--- src/rtl/fetch_frontend_if.sv ---
// Bus bundle between the fetch front end and its environment: i-memory handshake,
// redirect inputs and the instruction-queue head.
interface fetch_frontend_if #(
  parameter int unsigned WIDTH    = 32,
  parameter int unsigned IQ_DEPTH = 8
);
  localparam int unsigned CntW = $clog2(IQ_DEPTH) + 1;

  logic             i_mem_resp;
  logic [WIDTH-1:0] i_mem_rdata;
  logic             i_mem_read;
  logic [WIDTH-1:0] i_mem_address;
  logic             pred_valid;
  logic [WIDTH-1:0] pred_pc;
  logic             flush_valid;
  logic [WIDTH-1:0] flush_pc;
  logic             deq;
  logic             out_valid;
  logic [WIDTH-1:0] out_instr;
  logic [WIDTH-1:0] out_pc;
  logic [CntW-1:0]  count;
  logic             full;

  modport master (
    input  i_mem_resp, i_mem_rdata, pred_valid, pred_pc, flush_valid, flush_pc, deq,
    output i_mem_read, i_mem_address, out_valid, out_instr, out_pc, count, full
  );

  modport slave (
    output i_mem_resp, i_mem_rdata, pred_valid, pred_pc, flush_valid, flush_pc, deq,
    input  i_mem_read, i_mem_address, out_valid, out_instr, out_pc, count, full
  );
endinterface

--- src/rtl/fetch_frontend.sv ---
// Instruction-fetch front end: PC generation, single-outstanding i-memory request and
// a circular queue of {pc, instr} pairs feeding decode.
module fetch_frontend #(
  parameter int unsigned     WIDTH    = 32,
  parameter int unsigned     IQ_DEPTH = 8,
  parameter logic [WIDTH-1:0] RESET_PC = 32'h00000060
) (
  input logic              clk,
  input logic              rst,
  fetch_frontend_if.master bus
);
  localparam int unsigned PtrW = $clog2(IQ_DEPTH);
  localparam int unsigned CntW = PtrW + 1;
  localparam logic [CntW-1:0] Depth = CntW'(IQ_DEPTH);

  typedef enum logic [1:0] {StIdle, StReq, StDrop} state_e;

  state_e           state_q, state_d;
  logic [WIDTH-1:0] pc_q, pc_d;
  logic [WIDTH-1:0] fetch_addr_q, fetch_addr_d;
  logic [PtrW-1:0]  head_q, head_d, tail_q, tail_d;
  logic [CntW-1:0]  count_q, count_d;
  logic [WIDTH-1:0] iq_pc_q    [IQ_DEPTH];
  logic [WIDTH-1:0] iq_instr_q [IQ_DEPTH];

  logic             deq_eff;
  logic             enq;
  logic [WIDTH-1:0] next_pc;
  logic [CntW-1:0]  count_after;

  assign deq_eff     = bus.deq & (count_q != '0);
  assign next_pc     = bus.pred_valid ? bus.pred_pc : fetch_addr_q + WIDTH'(4);
  assign count_after = count_q + CntW'(1) - CntW'(deq_eff);

  always_comb begin
    state_d      = state_q;
    pc_d         = pc_q;
    fetch_addr_d = fetch_addr_q;
    enq          = 1'b0;
    unique case (state_q)
      StIdle: begin
        // A response here is illegal and is ignored.
        if (bus.flush_valid) begin
          pc_d = bus.flush_pc;
        end else if (count_q + CntW'(deq_eff) < Depth) begin
          state_d      = StReq;
          fetch_addr_d = pc_q;
        end
      end
      StReq: begin
        if (bus.i_mem_resp) begin
          if (bus.flush_valid) begin
            pc_d    = bus.flush_pc;
            state_d = StIdle;
          end else begin
            enq  = 1'b1;
            pc_d = next_pc;
            if (count_after < Depth) begin
              fetch_addr_d = next_pc;
            end else begin
              state_d = StIdle;
            end
          end
        end else if (bus.flush_valid) begin
          pc_d    = bus.flush_pc;
          state_d = StDrop;
        end
      end
      StDrop: begin
        // Hold the stale request until memory answers, then throw the data away.
        if (bus.flush_valid) pc_d = bus.flush_pc;
        if (bus.i_mem_resp) state_d = StIdle;
      end
      default: state_d = StIdle;
    endcase
  end

  always_comb begin
    head_d  = head_q;
    tail_d  = tail_q;
    count_d = count_q;
    if (bus.flush_valid) begin
      head_d  = '0;
      tail_d  = '0;
      count_d = '0;
    end else begin
      if (enq) tail_d = tail_q + PtrW'(1);
      if (deq_eff) head_d = head_q + PtrW'(1);
      count_d = count_q + CntW'(enq) - CntW'(deq_eff);
    end
  end

  always_ff @(posedge clk) begin
    if (rst) begin
      state_q      <= StIdle;
      pc_q         <= RESET_PC;
      fetch_addr_q <= RESET_PC;
      head_q       <= '0;
      tail_q       <= '0;
      count_q      <= '0;
    end else begin
      state_q      <= state_d;
      pc_q         <= pc_d;
      fetch_addr_q <= fetch_addr_d;
      head_q       <= head_d;
      tail_q       <= tail_d;
      count_q      <= count_d;
    end
  end

  always_ff @(posedge clk) begin
    if (!rst && enq) begin
      iq_pc_q[tail_q]    <= fetch_addr_q;
      iq_instr_q[tail_q] <= bus.i_mem_rdata;
    end
  end

  assign bus.i_mem_read    = (state_q != StIdle);
  assign bus.i_mem_address = fetch_addr_q;
  assign bus.out_valid     = (count_q != '0);
  assign bus.out_pc        = iq_pc_q[head_q];
  assign bus.out_instr     = iq_instr_q[head_q];
  assign bus.count         = count_q;
  assign bus.full          = (count_q == Depth);

  resp_in_idle_a: assert property (@(posedge clk) disable iff (rst)
    !(state_q == StIdle && bus.i_mem_resp));
endmodule

--- src/flat_wrapper.sv ---
// flat-port wrapper written by rule: the top's interface ports become plain ports
module fetch_frontend_flat 
#(
  parameter int unsigned     WIDTH    = 32,
  parameter int unsigned     IQ_DEPTH = 8,
  parameter logic [WIDTH-1:0] RESET_PC = 32'h00000060
)
  (clk, rst, bus_i_mem_resp, bus_i_mem_rdata, bus_pred_valid, bus_pred_pc, bus_flush_valid, bus_flush_pc, bus_deq, bus_i_mem_read, bus_i_mem_address, bus_out_valid, bus_out_instr, bus_out_pc, bus_count, bus_full);
  fetch_frontend_if #(.WIDTH(WIDTH), .IQ_DEPTH(IQ_DEPTH)) bus_i ();
  input logic clk;
  input logic rst;
  input wire logic [$bits(bus_i.i_mem_resp)-1:0] bus_i_mem_resp;
  input wire logic [$bits(bus_i.i_mem_rdata)-1:0] bus_i_mem_rdata;
  input wire logic [$bits(bus_i.pred_valid)-1:0] bus_pred_valid;
  input wire logic [$bits(bus_i.pred_pc)-1:0] bus_pred_pc;
  input wire logic [$bits(bus_i.flush_valid)-1:0] bus_flush_valid;
  input wire logic [$bits(bus_i.flush_pc)-1:0] bus_flush_pc;
  input wire logic [$bits(bus_i.deq)-1:0] bus_deq;
  output wire logic [$bits(bus_i.i_mem_read)-1:0] bus_i_mem_read;
  output wire logic [$bits(bus_i.i_mem_address)-1:0] bus_i_mem_address;
  output wire logic [$bits(bus_i.out_valid)-1:0] bus_out_valid;
  output wire logic [$bits(bus_i.out_instr)-1:0] bus_out_instr;
  output wire logic [$bits(bus_i.out_pc)-1:0] bus_out_pc;
  output wire logic [$bits(bus_i.count)-1:0] bus_count;
  output wire logic [$bits(bus_i.full)-1:0] bus_full;
  assign bus_i.i_mem_resp = bus_i_mem_resp;
  assign bus_i.i_mem_rdata = bus_i_mem_rdata;
  assign bus_i.pred_valid = bus_pred_valid;
  assign bus_i.pred_pc = bus_pred_pc;
  assign bus_i.flush_valid = bus_flush_valid;
  assign bus_i.flush_pc = bus_flush_pc;
  assign bus_i.deq = bus_deq;
  assign bus_i_mem_read = bus_i.i_mem_read;
  assign bus_i_mem_address = bus_i.i_mem_address;
  assign bus_out_valid = bus_i.out_valid;
  assign bus_out_instr = bus_i.out_instr;
  assign bus_out_pc = bus_i.out_pc;
  assign bus_count = bus_i.count;
  assign bus_full = bus_i.full;
  fetch_frontend #(.WIDTH(WIDTH), .IQ_DEPTH(IQ_DEPTH), .RESET_PC(RESET_PC)) u_core (.clk(clk), .rst(rst), .bus(bus_i));
endmodule
--- config.mk ---
export PLATFORM = sky130hd
export DESIGN_NAME = fetch_frontend_flat
export DESIGN_NICKNAME = d
export VERILOG_FILES = /design/src/rtl/fetch_frontend_if.sv /design/src/rtl/fetch_frontend.sv /design/src/flat_wrapper.sv
export SDC_FILE = /design/constraint.sdc
export NUM_CORES = 1
export LEC_CHECK = 0
export CAP_MARGIN = 5
export CORE_ASPECT_RATIO = 1.4
export CORE_UTILIZATION = 40
export DETAILED_ROUTE_END_ITERATION = 6
export GPL_TIMING_DRIVEN = 0
export PLACE_DENSITY = 0.59
export REMOVE_ABC_BUFFERS = 1
export SKIP_LAST_GASP = 1
export SYNTH_ARGS = -nofsm -noshare
export SYNTH_HDL_FRONTEND = slang
export SYNTH_SLANG_ARGS = --single-unit
--- constraint.sdc ---
create_clock -name clk -period 9.64 [get_ports clk]
set_input_delay 1.928 -clock clk [delete_from_list [all_inputs] [get_ports clk]]
set_output_delay 1.928 -clock clk [all_outputs]
set_load 0.005 [all_outputs]
# ---- Yosys cells after proc, flatten, opt, wreduce, memory -nomap -nowiden
# Memory sizes are Yosys's and may differ from the RTL's. A register that Yosys moved wholly into a read port is not among the register bits.
# Cells that the tools add are included.
dict set report classes {
  add_sub_neg 8
  n_lt_le_gt_ge 2
  n_eq_ne 11
  muxes 28
  bitwise_logic 1
  reduce_logical 11
}
# op count
set op_table {}
lappend op_table {{32-bit 2-to-1 mux} 9}
lappend op_table {{32-bit one-hot mux with 2 select lines} 2}
lappend op_table {{32-bit by 3-bit adder with 32-bit output, second input constant} 1}
lappend op_table {{2-bit 2-to-1 mux} 7}
lappend op_table {{3-bit 2-to-1 mux} 4}
lappend op_table {{4-bit by 1-bit adder with 4-bit output} 2}
lappend op_table {{4-bit less-than comparator, second input constant} 2}
lappend op_table {{2-bit inequality test, second input constant} 4}
lappend op_table {{4-bit by 1-bit subtractor with 4-bit output} 2}
lappend op_table {{3-bit by 1-bit adder with 3-bit output, second input constant} 2}
lappend op_table {{3-bit inequality test, second input constant} 2}
lappend op_table {{2-bit one-hot mux with 3 select lines} 1}
lappend op_table {{6-bit AND reduction} 1}
lappend op_table {{2-bit nonzero test} 3}
lappend op_table {{1-bit 2-to-1 mux} 5}
lappend op_table {{5-bit AND reduction} 1}
lappend op_table {{4-bit by 1-bit adder with 4-bit output, second input constant} 1}
lappend op_table {{4-bit equality test, second input constant} 1}
lappend op_table {{2-bit by 1-bit inequality test with 1-bit output, second input constant} 2}
lappend op_table {{4-bit nonzero test} 1}
lappend op_table {{2-bit OR reduction} 2}
lappend op_table {{2-bit by 1-bit equality test with 1-bit output, second input constant} 1}
lappend op_table {{2-bit equality test, second input constant} 1}
lappend op_table {{2-bit logical NOT} 1}
lappend op_table {{3 further kinds} 3}
dict set report totals {
  reg_bits 76
  ramBits 512
  memories 2
}
# name words word_bits read_ports rd_clocked_by_memory_dff wr line
set mem_list {}
lappend mem_list {u_core.iq_instr_q 8 32 1 1 1 fetch_frontend.sv:24} ;# logic [WIDTH-1:0] iq_instr_q [IQ_DEPTH];
lappend mem_list {u_core.iq_pc_q 8 32 1 1 1 fetch_frontend.sv:23} ;# logic [WIDTH-1:0] iq_pc_q [IQ_DEPTH];

# ---- Depth between registers and ports, before layout
dict set report logic_depth {
  depth_word 8
  mapped_depth 14
  mapped_depth_nobuf 12
}

# ---- Worst setup path after synthesis
# OpenSTA, ideal clock, no wires.
dict set report synth_timing {
  path_type {in2reg}
  start {in bus_i_mem_resp}
  end {mem u_core.iq_instr_q[1][0], enable pin}
  setup_ns 0.666
  arrival_time_ns 8.983
  t_required_ns 8.974
  path_slack_ns -0.010
  cell_stages 5
  n_path_buf 0
  cell_sequence {nor2b_1 -> nand2_1 -> clkinv_1 -> nand2b_1 -> nor4b_1}
}
dict set report synth_via {
  elab_chain_len 5
}
# item line
set synth_rtl {}
lappend synth_rtl {{start, declared} flat_wrapper.sv:12} ;# input wire logic [$bits(bus_i.i_mem_resp)-1:0] bus_i_mem_resp;
lappend synth_rtl {{1-bit 2-to-1 mux} fetch_frontend.sv:51} ;# if (bus.i_mem_resp) begin
lappend synth_rtl {{1-bit 2-to-1 mux} fetch_frontend.sv:40} ;# unique case (state_q)
lappend synth_rtl {{via u_core.enq} fetch_frontend.sv:27} ;# logic enq;
lappend synth_rtl {{1-bit logical AND} fetch_frontend.sv:112} ;# if (!rst && enq) begin
lappend synth_rtl {{1-bit 2-to-1 mux} fetch_frontend.sv:112}
lappend synth_rtl {{1-bit 2-to-1 mux (not written as such)} fetch_frontend.sv:114} ;# iq_instr_q[tail_q] <= bus.i_mem_rdata;
lappend synth_rtl {{end, declared} fetch_frontend.sv:24}
# The timed path passes the listed nets, and every way through them passes these cells.

# ---- Worst setup path in the final report
dict set report layout_timing {
  start {in bus_flush_valid}
  end {mem u_core.iq_instr_q[1][25], enable pin}
}
dict set report layout_via {
  elab_chain_len 6
}
# item line
set layout_rtl {}
lappend layout_rtl {{start, declared} flat_wrapper.sv:16} ;# input wire logic [$bits(bus_i.flush_valid)-1:0] bus_flush_valid;
lappend layout_rtl {{1-bit 2-to-1 mux} fetch_frontend.sv:52} ;# if (bus.flush_valid) begin
lappend layout_rtl {{1-bit 2-to-1 mux} fetch_frontend.sv:51}
lappend layout_rtl {{1-bit 2-to-1 mux} fetch_frontend.sv:40}
lappend layout_rtl {{via u_core.enq} fetch_frontend.sv:27}
lappend layout_rtl {{1-bit logical AND} fetch_frontend.sv:112}
lappend layout_rtl {{1-bit 2-to-1 mux} fetch_frontend.sv:112}
lappend layout_rtl {{1-bit 2-to-1 mux (not written as such)} fetch_frontend.sv:114}
# The timed path passes the listed nets, and every way through them passes these cells.

==> impl_metrics.ini <==
[finish]
fin_area_um2 = 29800
final_cells = 2476
synthToLayoutAreaGrowth_pct = 23.2
final_layout_size_suffix_gt1_share_pct = 22.3
nNetsFinal = 1785
fin_util_pct = 49.9

[run]
drv_cap = 0

[power_and_ir_drop]
pwr-share-clk_pct = 37.0
p_switching_mw = 1.44
intPower_mw = 4.58
ir_drop_mv = 0.147
cellPowerDensity_nw_per_um2 = 202
p_comb_share_pct = 13.0
p_leak_nw = 9.45
seqPwrFrac_pct = 50.0
sw_frac_of_total_pct = 23.9

[timing]
fin_tns_setup_ns = 0
period_minus_slack_ns = 6.28
finClkSkew_ns = 0.0412
worstMarginPinSlew_ns = 1.23
rsz0062_at_grt = no
fin_crit_sh_pct = 65.1
setup_ws_ns = 3.36
finalHoldViolCount = 0
slew_headroom_pct = 17.9
max_freq_ghz = 0.159
setup_viol = 0
drv_slew = 0

[grt]
antenna_found_initial = 7
grt_pass1_wl_um = 90500
track_usage_pct = 19.7
grt_pass1_vias = 14300
gr-total-overflow = 0
grt_max_degree = 52

[critical_path]
start_kind = primary input
cp_data_arrival_time_ns = 6.57
crit_path_end_kind = flop
path_max_fanout = 30
crit_required_ns = 9.93
worstSetupPathType = in -> reg

[route]
drtAntennaViolNets = 0
drtIter0Drc = 1146
drtPass1Iterations = 5
vias_per_cell = 5.58
drcViolationCount = 0
post_drt_wl_per_cell_um = 24.3
finalWirelength_um = 60100
vias = 13800

[yosys]
ys_types = 67
yosysWarnings = 0
syn_area_um2 = 24200
syn_area_per_cell_um2 = 17.1
ys_async_sr_fraction_pct = 0
synth_cells = 1416
yosys_register_bits = 591
synth_edf_count = 512
yosysSeqAreaShare_pct = 70.2
synthFlopType = edfxtp_1

[min_path]
hold_path_class = reg -> reg

[die]
fp.dieH_um = 293
rows = 106
coreArea_um2 = 59700
die_w_um = 210
die-area_um2 = 61400
num_io_pins = 205
start_util_pct = 40.5

[cts]
post_cts_buffers = 0
htree_levels = 2
clockBufferDepth = 3
cts-root-buf = clkbuf_16
clock-sinks = 591
cts_buffers = 56
cts-hold-fix-buffers = 0
cts_resized = 0
cts_tree = done
clkTransAtPathRegs_ns = 0.07
clk_latency_ns = 0.61

[status]
outcome = completed

[placement]
place_area_um2 = 27900
detailed_place_hpwl_um = 39500
detailedPlace.worstSlack_ns = 2.68
gp_congestion = 0.820
port_buffers = 204
placed_cells = 2368
==> cells in the mapped netlist, types with 4 or more instances <==
| cell type | n | area, µm² |
|---|---|---|
| buf_1 | 6 | 22.5 |
| nand2_1 | 83 | 312 |
| nor4_1 | 10 | 62.6 |
| dfxtp_1 | 79 | 1580 |
| nor3_1 | 19 | 95.1 |
| xnor2_1 | 20 | 175 |
| a311oi_1 | 9 | 78.8 |
| a211oi_1 | 16 | 120 |
| nor2_1 | 73 | 274 |
| xor2_1 | 14 | 123 |
| a22oi_1 | 7 | 52.6 |
| clkbuf_1 | 63 | 236 |
| and2_1 | 6 | 37.5 |
| o31ai_1 | 5 | 37.5 |
| nor2b_1 | 4 | 25.0 |
| or3_1 | 4 | 25.0 |
| mux2_2 | 65 | 732 |
| o211ai_1 | 8 | 60.1 |
| inv_1 | 18 | 67.6 |
| ha_1 | 12 | 150 |
| nand4_1 | 14 | 87.6 |
| edfxtp_1 | 512 | 15400 |
| nand2b_1 | 23 | 144 |
| mux2i_1 | 6 | 60.1 |
| mux4_2 | 128 | 2880 |
| o22ai_1 | 13 | 81.3 |
| o21ai_0 | 39 | 195 |
| o32ai_1 | 7 | 61.3 |
| nand3_1 | 14 | 70.1 |
| and3_1 | 11 | 68.8 |
| a21oi_1 | 55 | 275 |
| buf_2 | 18 | 90.1 |
==> power by group through the flow <==
stage                     Clock, mW  Combinational [mW]  Sequential [mW]
after floorplan                   0               0.427             3.05
after global placement            0               0.753             3.12
after detailed placement          0               0.789             3.07
after CTS                      2.27               0.795             3.01
after global routing           2.35               0.856             3.02
final                          2.22               0.784             3.01
==> routing by layer <==
layer	vias up	global-route usage, %	wire length (µm)
met4	8	5.66	1300
met1	7103	25.9	25200
met5	-	0	60
li1	6170	-	-
met3	89	4.05	3730
met2	450	32.9	29800
==> worst paths after layout <==
check                                               startpoint                                  to  slack [ns]  depth (start not counted)
worst max-delay path                           bus_flush_valid  u_core.iq_instr_q[1][25]$_DFFE_PP_        3.36                         10
worst min-delay path              u_core.pc_q[27]$_SDFFE_PP0P_        u_core.pc_q[27]$_SDFFE_PP0P_        0.48                          2
worst max register to register  u_core.state_q[0]$_SDFFE_PP0P_  u_core.iq_instr_q[1][25]$_DFFE_PP_        3.89                          9
worst min register to register    u_core.pc_q[27]$_SDFFE_PP0P_        u_core.pc_q[27]$_SDFFE_PP0P_        0.48                          2
==> layout by cell type, fill, tap and decap left out, drive strengths merged, types with 23 or more instances in the layout <==
cell / count
a21oi: 55
buf: 82
clkbuf: 74
clkdlybuf4s50: 202
dfxtp: 79
edfxtp: 512
mux2: 65
mux4: 128
nand2: 83
nand2b: 23
nor2: 73
o21ai: 40
==> cell families after synthesis <==
kind of cell / count (synthesis) / share of synthesized area, %
flip-flops: 591 / 70.2
AND/OR/NAND/NOR: 277 / 5.61
adder cells (fa/ha/maj): 13 / 0.705
AO/OA/AOI/OAI: 195 / 5.28
multiplexers: 199 / 15.2
buffers and inverters: 107 / 1.76
XOR/XNOR: 34 / 1.23
==> worst max-delay path, stage by stage <==
cell	delay [ns]
clkdlybuf4s50_1	1.05
nor2b_1	0.39
nand2_1	0.41
clkinv_1	0.47
nand2b_1	0.49
nor4b_2	0.91
buf_4	0.32
buf_4	0.19
buf_4	0.19
buf_4	0.18
==> flip-flops by register name (all words and copies together), names as in the netlist, named ones only <==
name	cells
u_core.state_q	2
u_core.head_q	3
u_core.bus.count	4
u_core.iq_instr_q	256
u_core.tail_q	3
u_core.bus.i_mem_address	32
u_core.pc_q	32
u_core.iq_pc_q	256
==> stage by stage <==
stage                     hold WS [ns]  power, mW
after global routing             0.502       6.23
final                            0.477       6.02
after detailed placement         0.467       3.86
after global placement           0.457       3.88
after CTS                        0.475       6.08
after floorplan                  0.442       3.48
==> area by class of cell <==
cell class                      count  area, µm²
Antenna cell                        4       10.0
Clock buffer                       74       1530
Clock inverter                     30        327
Fill cell                        5024      29900
Inverter                           19       71.3
Multi-Input combinational cell    718       6840
Sequential cell                   591      17000
Tap cell                          756        946
Timing Repair Buffer              284       3070
No activity file was read; power rests on OpenSTA's default activity.
